===== config.mk =====
export PLATFORM = sky130hd
export DESIGN_NAME = alu_writeback_buffer
export DESIGN_NICKNAME = d
export VERILOG_FILES = /design/src/rtl/alu_writeback_buffer.sv
export SDC_FILE = /design/constraint.sdc
export NUM_CORES = 1
export LEC_CHECK = 0
export BUFFER_PORTS_ARGS = -buffer_cell sky130_fd_sc_hd__buf_2
export CAP_MARGIN = 10
export CORE_MARGIN = 2
export CORE_UTILIZATION = 38
export CTS_BUF_LIST = sky130_fd_sc_hd__clkbuf_4 sky130_fd_sc_hd__clkbuf_8
export DETAILED_ROUTE_END_ITERATION = 16
export GPL_TIMING_DRIVEN = 1
export PLACE_DENSITY = 0.69
export SLEW_MARGIN = 25
export SYNTH_ARGS = -nofsm -noshare
export SYNTH_HDL_FRONTEND = slang
export SYNTH_SLANG_ARGS = --single-unit

===== constraint.sdc =====
create_clock -name clk -period 3.12 [get_ports clk]
set_input_delay 0.312 -clock clk [delete_from_list [all_inputs] [get_ports clk]]
set_output_delay 0.312 -clock clk [all_outputs]
set_load 0.1 [all_outputs]

===== src/rtl/alu_writeback_buffer.sv =====
// Two-entry in-order buffer between the arithmetic unit and the register-file write port.
// Define ALU_WB_FLAGS_EN to build Z/N/C flag computation, per-entry flag storage and the flags register.
module alu_writeback_buffer #(
  parameter int WORD_SIZE     = 19,
  parameter int OPCODE_SIZE   = 5,
  parameter int REG_ADDR_SIZE = 4
) (
  input  logic                     clk,
  input  logic                     rst,
  input  logic                     in_valid,
  output logic                     in_ready,
  input  logic [OPCODE_SIZE-1:0]   in_opcode,
  input  logic [WORD_SIZE-1:0]     in_operand_1,
  input  logic [WORD_SIZE-1:0]     in_operand_2,
  input  logic [WORD_SIZE-1:0]     in_result,
  input  logic [REG_ADDR_SIZE-1:0] in_dest,
  output logic                     wr_en,
  input  logic                     wr_ready,
  output logic [REG_ADDR_SIZE-1:0] wr_addr,
  output logic [WORD_SIZE-1:0]     wr_data,
  output logic                     flag_zero,
  output logic                     flag_neg,
  output logic                     flag_carry,
  output logic [1:0]               count
);

  localparam logic [OPCODE_SIZE-1:0] OP_ADD = OPCODE_SIZE'(0);
  localparam logic [OPCODE_SIZE-1:0] OP_SUB = OPCODE_SIZE'(1);
  localparam logic [OPCODE_SIZE-1:0] OP_MUL = OPCODE_SIZE'(2);
  localparam logic [OPCODE_SIZE-1:0] OP_DIV = OPCODE_SIZE'(3);
  localparam logic [OPCODE_SIZE-1:0] OP_INC = OPCODE_SIZE'(4);
  localparam logic [OPCODE_SIZE-1:0] OP_DEC = OPCODE_SIZE'(5);

  typedef enum logic [1:0] {
    EMPTY = 2'd0,
    ONE   = 2'd1,
    FULL  = 2'd2
  } state_t;

  state_t state;
  state_t next_state;

  logic                     wr_ptr;
  logic                     rd_ptr;
  logic                     push;
  logic                     pop;
  logic [WORD_SIZE-1:0]     result_q [2];
  logic [REG_ADDR_SIZE-1:0] dest_q   [2];

  assign in_ready = !rst && (state != FULL);
  assign wr_en    = (state != EMPTY);
  assign push     = in_valid && in_ready;
  assign pop      = wr_en && wr_ready;
  assign count    = state;
  assign wr_addr  = dest_q[rd_ptr];
  assign wr_data  = result_q[rd_ptr];

  always_ff @(posedge clk) begin
    if (rst) begin
      state <= EMPTY;
    end else begin
      state <= next_state;
    end
  end

  always_comb begin
    next_state = state;
    case (state)
      EMPTY: if (push) next_state = ONE;
      ONE: begin
        if (push && !pop)      next_state = FULL;
        else if (pop && !push) next_state = EMPTY;
      end
      FULL:    if (pop) next_state = ONE;
      default: next_state = EMPTY;
    endcase
  end

  always_ff @(posedge clk) begin
    if (rst) begin
      wr_ptr <= 1'b0;
      rd_ptr <= 1'b0;
      for (int i = 0; i < 2; i++) begin
        result_q[i] <= '0;
        dest_q[i]   <= '0;
      end
    end else begin
      if (push) begin
        result_q[wr_ptr] <= in_result;
        dest_q[wr_ptr]   <= in_dest;
        wr_ptr           <= ~wr_ptr;
      end
      if (pop) rd_ptr <= ~rd_ptr;
    end
  end

`ifdef ALU_WB_FLAGS_EN
  // Entry flag bits packed as {upd, z, n, c}.
  logic [3:0] flags_q [2];
  logic [3:0] head_flags;
  logic       carry_next;
  logic       upd_next;
  logic       add_carry;

  // op1 + op2 overflows exactly when op1 exceeds the headroom left by op2.
  assign add_carry  = (in_operand_1 > ~in_operand_2);
  assign head_flags = flags_q[rd_ptr];

  always_comb begin
    carry_next = 1'b0;
    upd_next   = 1'b0;
    case (in_opcode)
      OP_ADD: begin carry_next = add_carry;                   upd_next = 1'b1; end
      OP_SUB: begin carry_next = (in_operand_1 < in_operand_2); upd_next = 1'b1; end
      OP_INC: begin carry_next = (in_operand_1 == '1);        upd_next = 1'b1; end
      OP_DEC: begin carry_next = (in_operand_1 == '0);        upd_next = 1'b1; end
      OP_MUL,
      OP_DIV:  upd_next = 1'b1;
      default: upd_next = 1'b0;
    endcase
  end

  always_ff @(posedge clk) begin
    if (rst) begin
      flags_q[0] <= '0;
      flags_q[1] <= '0;
      flag_zero  <= 1'b0;
      flag_neg   <= 1'b0;
      flag_carry <= 1'b0;
    end else begin
      if (push) begin
        flags_q[wr_ptr] <= {upd_next, (in_result == '0), in_result[WORD_SIZE-1], carry_next};
      end
      if (pop && head_flags[3]) begin
        flag_zero  <= head_flags[2];
        flag_neg   <= head_flags[1];
        flag_carry <= head_flags[0];
      end
    end
  end
`else
  logic unused_flag_inputs;

  assign unused_flag_inputs = ^{in_opcode, in_operand_1, in_operand_2};
  assign flag_zero  = 1'b0;
  assign flag_neg   = 1'b0;
  assign flag_carry = 1'b0;
`endif

endmodule


# [Yosys cells after proc, flatten, opt, wreduce, memory -nomap -nowiden]
# Memory sizes are Yosys's and may differ from the RTL's. A register that Yosys moved wholly into a read port is not among the register bits.
# Cells that the tools add are included.
[op_classes] eq_ne=6 n_mux=20 n_bitwise=2 reduce_logical=13
[op_table] operator="$mux W19" count=1
[op_table] operator="$reduce_or A19 Y1" count=1
[op_table] operator="$mux W1" count=13
[op_table] operator="$mux W2" count=4
[op_table] operator="$ne A2 B2 Y1 const B" count=3
[op_table] operator="$pmux W2 S3" count=1
[op_table] operator="$logic_and A1 B1 Y1" count=5
[op_table] operator="$mux W4" count=1
[op_table] operator="$reduce_or A4 Y1" count=1
[op_table] operator="$logic_not A1 Y1" count=3
[op_table] operator="$ne A3 B3 Y1 const B" count=1
[op_table] operator="$reduce_and A3 Y1" count=1
[op_table] operator="$eq A2 B1 Y1 const B" count=1
[op_table] operator="$eq A2 B2 Y1 const B" count=1
[op_table] operator="$logic_not A2 Y1" count=1
[op_table] operator="$not A1 Y1" count=2
[op_table] operator="$reduce_bool A2 Y1" count=1
[totals] ff_bits=4 ram_bits=46 input_bits=70 out_inout_bits=30 elab_cells=46 mem_count=2
[memory_table] memory="result_q" depth=2 width=19 rd=1 rd_clocked_by_memory_dff=1 write_ports=2 line_no="47" source="logic [WORD_SIZE-1:0] result_q [2];"
[memory_table] memory="dest_q" depth=2 width=4 rd=1 rd_clocked_by_memory_dff=1 write_ports=2 line_no="48" source="logic [REG_ADDR_SIZE-1:0] dest_q [2];"

# [Longest topological paths before layout]
[logic_depth] depth_word=8 depth_mapped=7

# [Worst setup path before layout]
# OpenSTA, ideal clock, no wires.
[synth_path] kind="register to output" start="register state[0] (netlist: count[0])" end="output port in_ready" t_arrival_ps=2733 required_time_ps=2808 setup_slack_ps=75 path_stages_with_launch=3 n_path_buf=0 cell_sequence="dfxtp_1 nand2b_4 nor2b_1"
[synth_between] elab_chain_len=2
[synth_lines] element="from (decl)" line_no="40" source="state_t state;"
[synth_lines] element="from (signal assigned)" line_no="62" source="state <= next_state;"
[synth_lines] element="$ne A2 B2 Y1" line_no="50" source="assign in_ready = !rst && (state != FULL);"
[synth_lines] element="$logic_and A1 B1 Y1" line_no="50"
[synth_lines] element="to (decl)" line_no="11" source="output logic in_ready,"
# Every way passes these cells.

==> results.toml <==
[grt]
grt_max_degree = 27
grt_first_pass_wirelength_um = 6170
gr-usage-all-layers = 0.125
antenna_found_initial = 0
grt_pass1_vias = 1402
overflow = 0

[sta]
hold_viol_final = 0
skew_ns = 0.00758
final-setup-viol-count = 0
fin_crit_ns = 2.19
fin_tns_setup_ns = 0
whs_ns = 0.296
rsz0062_at_grt = "false"
timing.final.crit_share = 0.703
max_clock_freq_mhz = 456
tightest_slew_ns = 0.654
drv_slew = 0
slew_headroom = 0.564

[job]
drv_cap = 0

[layout]
final_area_sq_mm = 0.00271
nets = 303
drive_above_1_share = 0.403
multi_input_area_sq_um = 704
antenna_cells = 0
seq_area_sq_mm = 0.00148
fillers = 552
final_common_cell = "buf_2"
layout_common_cells = "buf_2, nor2_1, edfxtp_1"
instances_no_fill = 308
syn2layout_area_growth_pct = 19.2

[yosys]
syn_avg_cell_area_sq_um = 12.6
netlist_instances = 181
yosysWarnings = 0
synth_cell_type_count = 23
ys_ff_latch = 51
synth.yosys.seq_area_share = 0.652
syn-cell-area_sq_mm = 0.00227

[setup_path]
critPathMaxStageDelay_ns = 0.59
ff2ff_path_depth = 4
required_ns = 2.81
worstPathArrival_ns = 1.88
r2r_slack_ns = 1.30
crit_fanout = 15
rr_endpoint = "result_q[0][13]$_SDFFCE_PN0P_"
endpoint_kind = "primary output"
path_cells = "buf_4 -> mux2_2 -> buf_2"
cp_slowest_cell = "dfxtp_1"
start_kind = "flop"
worstSetupPathType = "flop to primary output"
rr_startpoint = "count[0]$_SDFFE_PP0P_"
critPathCapture = "wr_data[10]"

[die]
fp.dieArea_sq_mm = 0.00661
die_w_um = 81.3
io_pins = 100
rows = 28
start_util = 0.388
die_height_um = 81.3
core_area_sq_mm = 0.00585

[clock_network]
clkSlewWorstSetupHoldPaths_ns = 0.09
cts_resized = 0
cts_tree = "yes"
cts.htree.levels = 2
cts_buffers = 5
cts_root_buf = "clkbuf_8"
clock_sinks = 51
cts_hold_buf = 0
insertion_delay_ns = 0.29
cts_setup_buffers = 0
cts_buffer_depth = 2

[power_and_ir_drop]
power_density_mw_per_mm2 = 677
power_leakage_uw = 0.00114
power.total_uw = 1830
ir_drop_mv = 0.245

[detailed_routing]
drtIter0Drc = 54
drt-total-wl_um = 4000
drcViolationCount = 0
drt-wirelength-per-cell_um = 13.0
detail_route.first_pass.iterations = 4
post_drt_via_cell_ratio = 4.64
vias = 1430
ant_nets = 0

[placed_design]
gp_congestion = 0.662
numPlacedInstances = 300
port_buffers = 53
post_dp_cell_area_sq_mm = 0.00257
dpl.hpwl_um = 2530

[worst_hold_path]
hp-class = "primary input to flop"
hold_start = "rst"

[run_status]
outcome = "completed"
==> final cells by class <==
type | count | area share
Timing Repair Buffer | 55 | 0.108
Tap cell | 75 | 0.0346
Clock inverter | 3 | 0.0249
Sequential cell | 51 | 0.547
Clock buffer | 5 | 0.0254
Multi-Input combinational cell | 119 | 0.260
==> synth_stat cells, drive strengths merged <==
cell,number,area (sq um)
o21ai,1,5.00
a31o,1,8.76
nor2b,3,18.8
o22a,1,8.76
mux2,24,274
nand3b,1,7.51
ha,1,12.5
edfxtp,46,1380
o21bai,1,7.51
xor2,1,8.76
nand2b,2,20.0
a211oi,2,15.0
conb,1,3.75
buf,13,97.6
nor2,51,191
nand2,26,105
or2,1,6.26
dfxtp,5,100
==> metrics by stage <==
step | setup slack [ns] | util
2_1_floorplan | 0.0753 | -
5_1_grt | 0.835 | 0.463
6_report | 0.925 | 0.463
3_3_place_gp | 1.11 | 0.440
3_5_place_dp | 1.10 | 0.440
4_1_cts | 0.872 | 0.463
==> worst min-delay path by stage <==
| stage | endpoint | depth (start not counted) |
|---|---|---|
| detailed placement | flop | 2 |
| finish | count[1]$_SDFFE_PP0P_ | 2 |
| global route | count[0]$_SDFFE_PP0P_ | 3 |
| floorplan | flop | 2 |
| global placement | rd_ptr$_SDFFE_PP0P_ | 2 |
| CTS | count[1]$_SDFFE_PP0P_ | 2 |
==> layer usage <==
metal	track usage	wire length [um]
met4	0.0424	53
met1	0.136	1580
met2	0.239	2190
met3	0.0267	180
met5	0	0
==> cell families (layout without fill, tap and decap cells) <==
| logic type | count (synthesis) | count (layout) | share of synthesized area |
|---|---|---|---|
| mux | 24 | 24 | 0.121 |
| compound gates | 6 | 6 | 0.0198 |
| flops | 51 | 51 | 0.652 |
| simple gates | 84 | 84 | 0.154 |
| other cells | 1 | 3 | 0.00165 |
| fa+ha+maj | 1 | 1 | 0.00551 |
| xor+xnor | 1 | 1 | 0.00386 |
| buf+inv | 13 | 63 | 0.0429 |
==> critical path: cells and delay by family, from the launching register on <==
kind                   cells  cell delay, ns
multiplexers               1            0.37
buffers and inverters      2            0.62
flip-flops                 1            0.59
==> state kept, by name, summed over array words and instances, names as in the netlist, named ones only <==
name,flops
rd_ptr,1
dest_q,8
count,2
wr_ptr,1
result_q,38
==> power by group <==
part / internal, uW / switching (uW) / total [uW] / leakage [uW]
Clock: 320 / 207 / 526 / 0.0000644
Combinational: 94.0 / 396 / 490 / 0.000540
Sequential: 799 / 17.4 / 817 / 0.000532
Note: power is estimated with default switching activity, not from simulation.
